$ cat src/rtl/lut_ctrl_pkg.sv
// Shared types and constants for the LUT arbiter/sweep controller.
// The seven codes below are the only inputs for which lut_1557 returns 0.
package lut_ctrl_pkg;

  localparam int NUM_CODES = 16;
  localparam int CODE_W    = 4;
  localparam int ONES_W    = 5;

  typedef enum logic [1:0] {
    IDLE = 2'd0,
    SCAN = 2'd1,
    DONE = 2'd2
  } state_e;

  localparam logic [CODE_W-1:0] A_ONE = 4'h1;
  localparam logic [CODE_W-1:0] B_ONE = 4'h2;
  localparam logic [CODE_W-1:0] C_ONE = 4'h4;
  localparam logic [CODE_W-1:0] D_ONE = 4'h7;
  localparam logic [CODE_W-1:0] E_ONE = 4'h8;
  localparam logic [CODE_W-1:0] F_ONE = 4'hB;
  localparam logic [CODE_W-1:0] G_ONE = 4'hD;

  // Saturation-free increment of the ones tally by a single LUT bit.
  function automatic logic [ONES_W-1:0] add_bit(input logic [ONES_W-1:0] acc, input logic b);
    add_bit = acc + {{(ONES_W-1){1'b0}}, b};
  endfunction

endpackage

$ cat src/rtl/lut_1557.sv
// Fixed 4-input lookup: output is 1 except at the seven A_ONE..G_ONE codes.
import lut_ctrl_pkg::*;

module lut_1557 (
  input  logic [CODE_W-1:0] code,
  output logic              s
);

  // Table decode of the seven zero codes.
  always_comb begin
    s = 1'b1;
    case (code)
      A_ONE, B_ONE, C_ONE, D_ONE, E_ONE, F_ONE, G_ONE: s = 1'b0;
      default:                                         s = 1'b1;
    endcase
  end

endmodule

$ cat src/rtl/lut_arb_ctrl.sv
// Two-requester round-robin front end to a shared LUT, with a full-table
// sweep mode that captures every LUT output and the count of ones.
import lut_ctrl_pkg::*;

module lut_arb_ctrl (
  input  logic                 clk,
  input  logic                 rst_n,
  input  logic                 req0_valid,
  input  logic [CODE_W-1:0]    req0_code,
  output logic                 req0_ready,
  input  logic                 req1_valid,
  input  logic [CODE_W-1:0]    req1_code,
  output logic                 req1_ready,
  output logic                 rsp_valid,
  output logic                 rsp_id,
  output logic                 rsp_s,
  input  logic                 scan_start,
  output logic                 scan_busy,
  output logic                 scan_done,
  output logic [NUM_CODES-1:0] scan_map,
  output logic [ONES_W-1:0]    scan_ones
);

  state_e               state_r;
  state_e               state_nxt_s;
  logic [CODE_W-1:0]    cnt_r;
  logic                 prio_r;
  logic                 grant_s;
  logic                 ready0_s;
  logic                 ready1_s;
  logic                 xfer_s;
  logic [CODE_W-1:0]    lut_code_s;
  logic                 lut_s;
  logic                 rsp_valid_r;
  logic                 rsp_id_r;
  logic                 rsp_s_r;
  logic                 scan_busy_r;
  logic                 scan_done_r;
  logic [NUM_CODES-1:0] scan_map_r;
  logic [ONES_W-1:0]    scan_ones_r;

  lut_1557 u_lut (
    .code (lut_code_s),
    .s    (lut_s)
  );

  // FSM state register.
  always_ff @(posedge clk or negedge rst_n) begin
    if (!rst_n) begin
      state_r <= IDLE;
    end else begin
      state_r <= state_nxt_s;
    end
  end

  // FSM next-state logic.
  always_comb begin
    state_nxt_s = state_r;
    case (state_r)
      IDLE: begin
        if (scan_start) state_nxt_s = SCAN;
        else            state_nxt_s = IDLE;
      end
      SCAN: begin
        if (cnt_r == 4'hF) state_nxt_s = DONE;
        else               state_nxt_s = SCAN;
      end
      DONE:    state_nxt_s = IDLE;
      default: state_nxt_s = IDLE;
    endcase
  end

  // FSM outputs: grant selection, handshakes and LUT input mux.
  always_comb begin
    grant_s    = 1'b0;
    ready0_s   = 1'b0;
    ready1_s   = 1'b0;
    lut_code_s = req0_code;
    if (state_r == IDLE) begin
      if (req0_valid && req1_valid) grant_s = prio_r;
      else if (req1_valid)          grant_s = 1'b1;
      else                          grant_s = 1'b0;
      ready0_s = req0_valid && !grant_s;
      ready1_s = req1_valid && grant_s;
    end else begin
      grant_s  = 1'b0;
      ready0_s = 1'b0;
      ready1_s = 1'b0;
    end
    if (state_r == SCAN) lut_code_s = cnt_r;
    else if (grant_s)    lut_code_s = req1_code;
    else                 lut_code_s = req0_code;
  end

  assign xfer_s     = ready0_s || ready1_s;
  assign req0_ready = ready0_s;
  assign req1_ready = ready1_s;

  // Response pipeline and round-robin pointer (prio_r=1 favours requester 1).
  always_ff @(posedge clk or negedge rst_n) begin
    if (!rst_n) begin
      rsp_valid_r <= 1'b0;
      rsp_id_r    <= 1'b0;
      rsp_s_r     <= 1'b0;
      prio_r      <= 1'b0;
    end else begin
      rsp_valid_r <= xfer_s;
      if (xfer_s) begin
        rsp_id_r <= grant_s;
        rsp_s_r  <= lut_s;
        prio_r   <= ~grant_s;
      end else begin
        rsp_id_r <= 1'b0;
        rsp_s_r  <= 1'b0;
        prio_r   <= prio_r;
      end
    end
  end

  // Sweep counter and result capture; results persist until the next sweep.
  always_ff @(posedge clk or negedge rst_n) begin
    if (!rst_n) begin
      cnt_r       <= 4'h0;
      scan_map_r  <= 16'h0000;
      scan_ones_r <= 5'd0;
    end else if ((state_r == IDLE) && scan_start) begin
      cnt_r       <= 4'h0;
      scan_map_r  <= 16'h0000;
      scan_ones_r <= 5'd0;
    end else if (state_r == SCAN) begin
      scan_map_r[cnt_r] <= lut_s;
      scan_ones_r       <= add_bit(scan_ones_r, lut_s);
      if (cnt_r != 4'hF) cnt_r <= cnt_r + 4'h1;
      else               cnt_r <= cnt_r;
    end else begin
      cnt_r       <= cnt_r;
      scan_map_r  <= scan_map_r;
      scan_ones_r <= scan_ones_r;
    end
  end

  // Registered status flags, aligned with the state they describe.
  always_ff @(posedge clk or negedge rst_n) begin
    if (!rst_n) begin
      scan_busy_r <= 1'b0;
      scan_done_r <= 1'b0;
    end else begin
      scan_busy_r <= (state_nxt_s == SCAN);
      scan_done_r <= (state_nxt_s == DONE);
    end
  end

  assign rsp_valid = rsp_valid_r;
  assign rsp_id    = rsp_id_r;
  assign rsp_s     = rsp_s_r;
  assign scan_busy = scan_busy_r;
  assign scan_done = scan_done_r;
  assign scan_map  = scan_map_r;
  assign scan_ones = scan_ones_r;

endmodule

$ cat config.mk
export PLATFORM = sky130hd
export DESIGN_NAME = lut_arb_ctrl
export DESIGN_NICKNAME = d
export VERILOG_FILES = /design/src/rtl/lut_ctrl_pkg.sv /design/src/rtl/lut_1557.sv /design/src/rtl/lut_arb_ctrl.sv
export SDC_FILE = /design/constraint.sdc
export NUM_CORES = 1
export LEC_CHECK = 0
export CORE_MARGIN = 1.5
export CORE_UTILIZATION = 52
export CTS_CLUSTER_DIAMETER = 80
export CTS_CLUSTER_SIZE = 28
export DETAILED_ROUTE_END_ITERATION = 10
export PLACE_DENSITY = 0.83
export RECOVER_POWER = 25
export SLEW_MARGIN = 20
export SYNTH_ARGS = -nofsm -noshare
export SYNTH_HDL_FRONTEND = slang
export SYNTH_SLANG_ARGS = --single-unit
$ cat constraint.sdc
create_clock -name clk -period 4.7 [get_ports clk]
set_clock_uncertainty 0.1 [all_clocks]
set_input_delay 0.705 -clock clk [delete_from_list [all_inputs] [get_ports clk]]
set_output_delay 0.705 -clock clk [all_outputs]
set_load 0.005 [all_outputs]
==> run summary, run 1 <==
The number of optimization iterations in the first detailed-route pass is 4. The routed via count is 1,472. Clock tree synthesis inserted a total of 5 buffers. The total routing resource utilization after global routing came out at 25.6%. The initial core utilization came out at 55.0%. The post-route setup TNS came out at 0 ns. The fraction of final layout cells sized beyond drive strength 1 is 5.29%. After synthesis, the cell types taking the most area are sky130_fd_sc_hd__dfrtp_1 49%, sky130_fd_sc_hd__a31oi_1 4.5%, sky130_fd_sc_hd__ha_1 4.5%. In the synthesized netlist the async set-or-reset flop fraction comes to 100%. The cell-internal power is 0.000890 W.

The number of warnings reported in the yosys synthesis log is 0. The share of synthesized area in the top cell type comes to 49.2%. TritonCTS built the clock tree.

The number of enable flip-flop cells after synthesis is 0. The gate count after technology mapping came out at 170. The total half-perimeter wirelength after legalization and detailed placement came out at 2960 um. In this run the count of I/O pins placed on the die edge is 41. The total inserted antenna cells is 0. The peak per-stage delay on the critical path is 0.58 ns. The post-place instance area came out at 0.00210 mm^2.

The number of nets in the layout came out at 228. The setup slack of the critical path after layout came out at 1.37 ns. In the synthesized netlist the dominant register cell turns out to be sky130_fd_sc_hd__dfrtp_1. The maximum clock insertion buffer count is 2.

From synthesis to final layout, the design area changed by 27.4%. The most used standard cell by instance count after synthesis is sky130_fd_sc_hd__dfrtp_1. The slew at the pin with the worst max-slew slack came out at 1.75 ns. In this run, the clock network consumes 8.9% of the power. The fraction of the cycle the final worst path needs is 70.8%. After clock tree synthesis, the clock-pin slew on the worst setup and hold paths is 0.10 ns.

The cell with the biggest individual delay on the critical path is sky130_fd_sc_hd__clkdlybuf4s50_1. The worst setup path is of the primary input to register kind. In this run switching power makes up 44.7% of total power. The average wire per standard cell is 16.1 um. The run finished, with violations left. The worst setup path is launched from a primary input.

Fill cells in the final layout number 263. The post-synthesis instance area is 0.00168 mm^2. Once layout is done, the placed cells without fillers occupy 0.00214 mm^2. The clock net in this run drives a total of 33 sinks. The number of antenna violations at the first check in global routing is 0.

The biggest area contributor in the post-synthesis netlist is sky130_fd_sc_hd__dfrtp_1. STA classifies the critical path endpoint as a register. The deepest level of the CTS H-tree is 2. The overall die height came out at 59.8 um. The register bit count reported by yosys came out at 33.

The highest ir drop seen on vdd is 0.482 mV. By count the netlist is led by 33 x sky130_fd_sc_hd__dfrtp_1, 19 x sky130_fd_sc_hd__nand2_1, 12 x sky130_fd_sc_hd__a31oi_1, 12 x sky130_fd_sc_hd__nand3_1, 12 x sky130_fd_sc_hd__nor2_1. Across the run, the number of max-cap violations was 1. Static timing analysis puts the maximum clock frequency at 301 MHz. The post-synthesis net count came out at 189. The checks that failed: max-capacitance violations, max-slew violations. The post-layout total power came out at 0.00161 W.

For the worst setup path, the data required time is 4.81 ns. The floorplan die width is 59.8 um. The highest net fanout along the worst path is 7. The shortest clock period the worst path allows after layout came out at 3.33 ns. The post-layout utilization of the core came out at 70.0%. The number of cells upsized or downsized after cts is 0. Setup repair after global routing left no endpoint under its margin. For this run, design rule violations remaining after detail routing come to 0. The detailed-route vias per instance came out at 5.84. Post-CTS timing repair inserted 0 buffers for setup. Data on the critical path arrives at its endpoint at 3.44 ns. The largest net degree at the start of global routing came out at 34. The worst-case setup slack after placement came out at 1.05 ns. Input and output buffers added on the ports amount to 40. Summed over all nets, the switching power comes to 0.000718 W. The root buffer cell is sky130_fd_sc_hd__clkbuf_4.

The number of slew-limit violations in the final report is 34. Combinational logic burns 59.8% of the power. The detailed router finished its first iteration with 66 violations.

The routed wire length is 4050 um. At the end of routability-driven placement, the weighted congestion stood at 0.873. The sequential area share after synthesis came out at 49.2%.

The site row count is 20. The post-synthesis area per instance came out at 9.87 um^2. The global-route wire length before repair came out at 6660 um.

Of the total power, registers draw 31.3%. At the later pin of the worst-skew pair, clock insertion delay measures 0.33 ns. The hold-fix buffer count after cts is 0. The via count of the first global-routing pass is 1,408. Walking the worst path, the cells encountered are clkdlybuf4s50_1 > nor2b_1 > a32oi_1 > o22a_2 > xnor2_2 > nor2_1 > nor2_1 > ha_1 > ha_1 > nand3_1 > xor2_1 > o21ai_0. The worst relative slew slack is -16.9%. The analysis attributes to cell leakage a power of 0.930 nW. The kind of path behind the tightest hold check is register to register. The total setup violations reported at the end of the flow is 0. The remaining antenna violation count came out at 0. The overall die area is 0.00358 mm^2. Summed over all layers, the global routing overflow is 0. The total area inside the core boundary comes to 0.00305 mm^2. The number of different library cells used by synthesis comes to 30.

The number of hold violations in the final report came out at 0. The power density relative to cell area came out at 752 mW/mm^2.
## power groups by stage
stage               registers [W]  logic [W]  clock network, W
global route             0.000518    0.00107          0.000161
global placement         0.000500   0.000908                 0
finish                   0.000504   0.000961          0.000143
detailed placement       0.000508   0.000950                 0
CTS                      0.000502   0.000956          0.000146
floorplan                0.000487   0.000627                 0
## final cells by class
| type | instances | area [um^2] | share of cell area (%) |
|---|---|---|---|
| repair buffers | 41 | 404 | 18.9 |
| clock buffers | 5 | 37.5 | 1.76 |
| inverters | 9 | 33.8 | 1.58 |
| flip-flops and latches | 33 | 826 | 38.6 |
| well taps | 44 | 55.1 | 2.57 |
| clock inverters | 1 | 5.00 | 0.234 |
| multi-input cells | 119 | 777 | 36.3 |
## sequential cells by signal (all words and copies together), names as in the netlist
name       cells
scan_map      16
scan_ones      5
cnt_r          4
state_r        2
prio_r         1
rsp_id         1
rsp_s          1
rsp_valid      1
scan_busy      1
scan_done      1
## worst paths after layout
| path | from | depth (start not counted) | slack, ns | end |
|---|---|---|---|---|
| worst min-delay path | scan_map[7]$_DFFE_PN0P_ | 2 | 0.42 | scan_map[7]$_DFFE_PN0P_ |
| worst max-delay path | req1_valid | 12 | 1.37 | scan_ones[4]$_DFFE_PN0P_ |
| worst max register to register | state_r[0]$_DFF_PN0_ | 11 | 1.54 | scan_ones[4]$_DFFE_PN0P_ |
| worst min register to register | scan_map[7]$_DFFE_PN0P_ | 2 | 0.42 | scan_map[7]$_DFFE_PN0P_ |
| max in group asynchronous | rst_n | 2 | 2.22 | scan_map[3]$_DFFE_PN0P_ |
| min in group asynchronous | rst_n | 2 | 1.25 | scan_ones[1]$_DFFE_PN0P_ |
## layer usage
layer / global-route usage [%] / part of all wire, %
met5: 0 / 0
met4: 10.8 / 1.9
met3: 6.49 / 6.0
met2: 41.1 / 49
met1: 32.7 / 43
## placed cells by master (no fill, tap or decap), types with 5 or more instances in the layout
cell,n
sky130_fd_sc_hd__clkdlybuf4s50_1,39
sky130_fd_sc_hd__nand3_1,12
sky130_fd_sc_hd__and2_1,5
sky130_fd_sc_hd__nor2_1,12
sky130_fd_sc_hd__a22oi_1,8
sky130_fd_sc_hd__a32oi_1,7
sky130_fd_sc_hd__clkbuf_4,5
sky130_fd_sc_hd__inv_1,9
sky130_fd_sc_hd__nand2_1,19
sky130_fd_sc_hd__dfrtp_1,33
sky130_fd_sc_hd__xor2_1,5
sky130_fd_sc_hd__ha_1,6
sky130_fd_sc_hd__a31oi_1,12
## worst max-delay path, delay by kind of cell
family          cells  cell delay (ns)
simple gates        4             0.86
buf+inv             1             0.58
compound gates      3             0.54
fa+ha+maj           2             0.41
xor+xnor            2             0.35
## cell families (layout without fill, tap and decap cells)
| logic type | count (synthesis) | after routing | synth area share [%] |
|---|---|---|---|
| simple gates | 59 | 59 | 16.9 |
| fa+ha+maj | 6 | 6 | 4.47 |
| xor+xnor | 9 | 9 | 5.59 |
| buf+inv | 18 | 56 | 4.47 |
| compound gates | 45 | 45 | 19.3 |
| flops | 33 | 33 | 49.2 |
## through the flow
stage          hold WS [ns]  instances
6_report              0.417        252
5_1_grt               0.437        252
4_1_cts               0.421        252
3_5_place_dp          0.399        246
3_3_place_gp          0.390        246
2_1_floorplan         0.309        170
No activity file was read; power rests on OpenSTA's default activity.
==> inputs of run 2 (changes only) <==
--- a/config.mk
+++ b/config.mk
@@ -6,11 +6,11 @@
 export NUM_CORES = 1
 export LEC_CHECK = 0
 export CORE_MARGIN = 1.5
-export CORE_UTILIZATION = 52
+export CORE_UTILIZATION = 49
 export CTS_CLUSTER_DIAMETER = 80
 export CTS_CLUSTER_SIZE = 28
 export DETAILED_ROUTE_END_ITERATION = 10
-export PLACE_DENSITY = 0.83
+export PLACE_DENSITY = 0.79
 export RECOVER_POWER = 25
 export SLEW_MARGIN = 20
 export SYNTH_ARGS = -nofsm -noshare
==> constraint.sdc (replaced) <==
create_clock -name clk -period 3.1 [get_ports clk]
set_clock_uncertainty 0.1 [all_clocks]
set_input_delay 0.465 -clock clk [delete_from_list [all_inputs] [get_ports clk]]
set_output_delay 0.465 -clock clk [all_outputs]
set_load 0.005 [all_outputs]
==> run 2 against run 1 <==
Net effect: the run still ends with max-capacitance violations, max-slew violations left; combinational power up 59%; sequential cell count stayed put; cell area rose by 3.9%; setup slack got worse by 1.1 ns; first-iteration DRC count up 50%; clock power grew 140%; via count increased by 2.7%; global-route usage is 2.6 points lower; hold slack improved by 0.0014 ns; sequential share of layout area shrank 1.4 points; utilization down 3.0 points; count of clock-buffer cells in the layout up 2; critical path type unchanged.
==> run summary, run 2 (synthesis gave the netlist of run 1 again) <==
For this run the aggregate overflow at the end of global routing stands at 0. Data on the critical path arrives at its endpoint at 2.95 ns. The number of gates resized after CTS was 0. At the pin with the least slew margin, the transition time is 1.69 ns. In this design, the stage delay of the slowest critical-path cell is 0.48 ns. Relative to the synthesized area, the layout overhead comes to 32.4%. The maximum clock frequency came out at 355 MHz. The highest ir drop seen on vdd is 0.730 mV.

The register with the most flip-flops in the layout has 16 of them. The post-layout utilization of the core is 67.1%. The worst-case setup slack after placement came out at -0.0546 ns.

The fraction of final layout cells sized beyond drive strength 1 is 7.91%. The library cell used most frequently in the layout, excluding fill and tap cells, is sky130_fd_sc_hd__clkdlybuf4s50_1. The final reports fail on max-capacitance violations, max-slew violations. After routing the design area is 0.00222 mm^2.

The CTS sink count is 33. No sink is reached through more buffers than the 2 on the longest clock path. The number of DRC violations after detailed routing came out at 0.

The number of top-level pins came out at 41. On the critical path, the stage with the largest delay is an instance of sky130_fd_sc_hd__clkdlybuf4s50_1. The number of optimization iterations in the first detailed-route pass came out at 4. The worst relative slew slack came out at -12.8%.

The routed wire length came out at 4040 um. The setup slack of the critical path after layout is 0.283 ns. Power spread over the standard cell area amounts to 1190 mW/mm^2. The routed layout has 1,512 vias.

The post-place instance area came out at 0.00214 mm^2. The number of slew-limit violations in the final report is 34. The worst-case hold slack is 0.418 ns. The floorplan die width came out at 61.5 um. The library cells used most frequently in the layout, excluding fill and tap cells, are 39 x sky130_fd_sc_hd__clkdlybuf4s50_1, 33 x sky130_fd_sc_hd__dfrtp_1, 19 x sky130_fd_sc_hd__nand2_1. The final RePlAce weighted congestion came out at 0.815.

The total setup violations reported at the end of the flow is 0. TritonCTS built the clock tree. Buffers added to address setup during post-CTS repair amount to 0. The starting DRC count in detailed routing came out at 99.

The shortest clock period the worst path allows after layout is 2.82 ns. The path class of the tightest hold or removal check is register to register. The number of hold violations in the final report is 0. The tool flagged a number of max-cap violations equal to 1. The overall die height came out at 61.5 um. The core area is 0.00331 mm^2. The hold-fix buffer count after cts is 0. The run finished, with violations left. The die covers 0.00378 mm^2. The critical path starts at req0_valid. The average wire per standard cell is 15.5 um.

The clock buffer count from CTS came out at 5. The wire-length estimate of the detail-placed layout is 2940 um. The via count of the first global-routing pass was 1,330.

The critical path data required time is 3.23 ns. Walking the worst path, the cells encountered are clkdlybuf4s50_1 > nand2b_1 > a31o_1 > o22a_1 > xor2_1 > a21o_1 > nor2_1 > ha_1 > ha_1 > nand3_1 > xor2_1 > o21ai_0. Setup repair after global routing left no endpoint under its margin. The deepest level of the CTS H-tree came out at 2. The site row count is 21. The root buffer cell is sky130_fd_sc_hd__clkbuf_4. The initial core utilization came out at 50.7%. Clock latency on the worst-skew pair, taken at its later pin, is 0.34 ns. In this run the most critical hold path is launched from scan_map[4]$_DFFE_PN0P_. The leakage power total is 0.973 nW.

The critical path is of the primary input to register type. At the end of the flow, the number of nets in the layout was 233. The number of antenna violations at the first check in global routing came out at 0. The post-layout total power is 0.00263 W.

The highest net fanout along the worst path is 7. The clock transition at the registers of the reported paths came out at 0.10 ns. During placement, the flow inserted port buffers numbering 40. The number of antenna diodes in the final layout is 0.

The fraction of the cycle the final worst path needs is 90.9%. The first global-routing pass estimated 6240 um of wire. The remaining antenna violation count came out at 0. The launching point of the worst reg2reg path is prio_r$_DFFE_PN0N_. The largest net degree at the start of global routing is 34. The detailed-route vias per instance came out at 5.79.

The count of fill cells added during filler insertion came out at 282. The critical path capture point type is a register. STA classifies the critical path startpoint as a primary input. The total routing resource utilization after global routing came out at 23.0%.
[run 2: cell types whose count changed in the layout (fill, tap and decap cells not counted)]
cell / before / now
sky130_fd_sc_hd__buf_4: 0 / 5
sky130_fd_sc_hd__bufinv_16: 0 / 1
sky130_fd_sc_hd__clkbuf_1: 1 / 2
sky130_fd_sc_hd__clkbuf_8: 0 / 1
sky130_fd_sc_hd__clkinv_2: 1 / 0
[run 2: final cells by class]
| cell class | count | area, um^2 | area share [%] |
|---|---|---|---|
| flip-flops and latches | 33 | 826 | 37.2 |
| multi-input cells | 119 | 777 | 35.0 |
| well taps | 46 | 57.6 | 2.59 |
| clock inverters | 1 | 30.0 | 1.35 |
| clock buffers | 7 | 55.1 | 2.48 |
| inverters | 9 | 33.8 | 1.52 |
| repair buffers | 46 | 442 | 19.9 |
[run 2: worst max-delay path, delay by kind of cell]
family / cells / cell delay (ns)
simple gates: 3 / 0.32
compound gates: 4 / 0.84
xor+xnor: 2 / 0.44
fa+ha+maj: 2 / 0.41
buf+inv: 1 / 0.48
[run 2: through the flow]
step,std cells,TNS (ns)
after floorplan,170,0
after global placement,253,0
after detailed placement,253,-0.0546
after CTS,261,0
after global routing,261,0
final,261,0
[run 2: path summary, 6_finish.rpt]
check	to	slack, ns	cells after the start
max in group asynchronous	prio_r$_DFFE_PN0N_	0.94	2
min in group asynchronous	scan_map[1]$_DFFE_PN0P_	0.98	2
worst min-delay path	scan_map[4]$_DFFE_PN0P_	0.42	2
worst max register to register	scan_ones[4]$_DFFE_PN0P_	0.37	11
worst min register to register	scan_map[4]$_DFFE_PN0P_	0.42	2
worst max-delay path	scan_ones[4]$_DFFE_PN0P_	0.28	12
[run 2: per-layer routing]
layer  vias to the layer above  part of all wire (%)  track usage (%)
li1                        700                     -                -
met1                       743                    40             29.5
met2                        63                    52             37.6
met3                         6                   6.3             5.46
met4                         0                   1.5             8.81
met5                         -                     0                0
[run 2: where the power goes]
group / internal (W) / switching (W)
Combinational: 0.000710 / 0.000816
Sequential: 0.000616 / 0.000151
Clock: 0.000192 / 0.000150
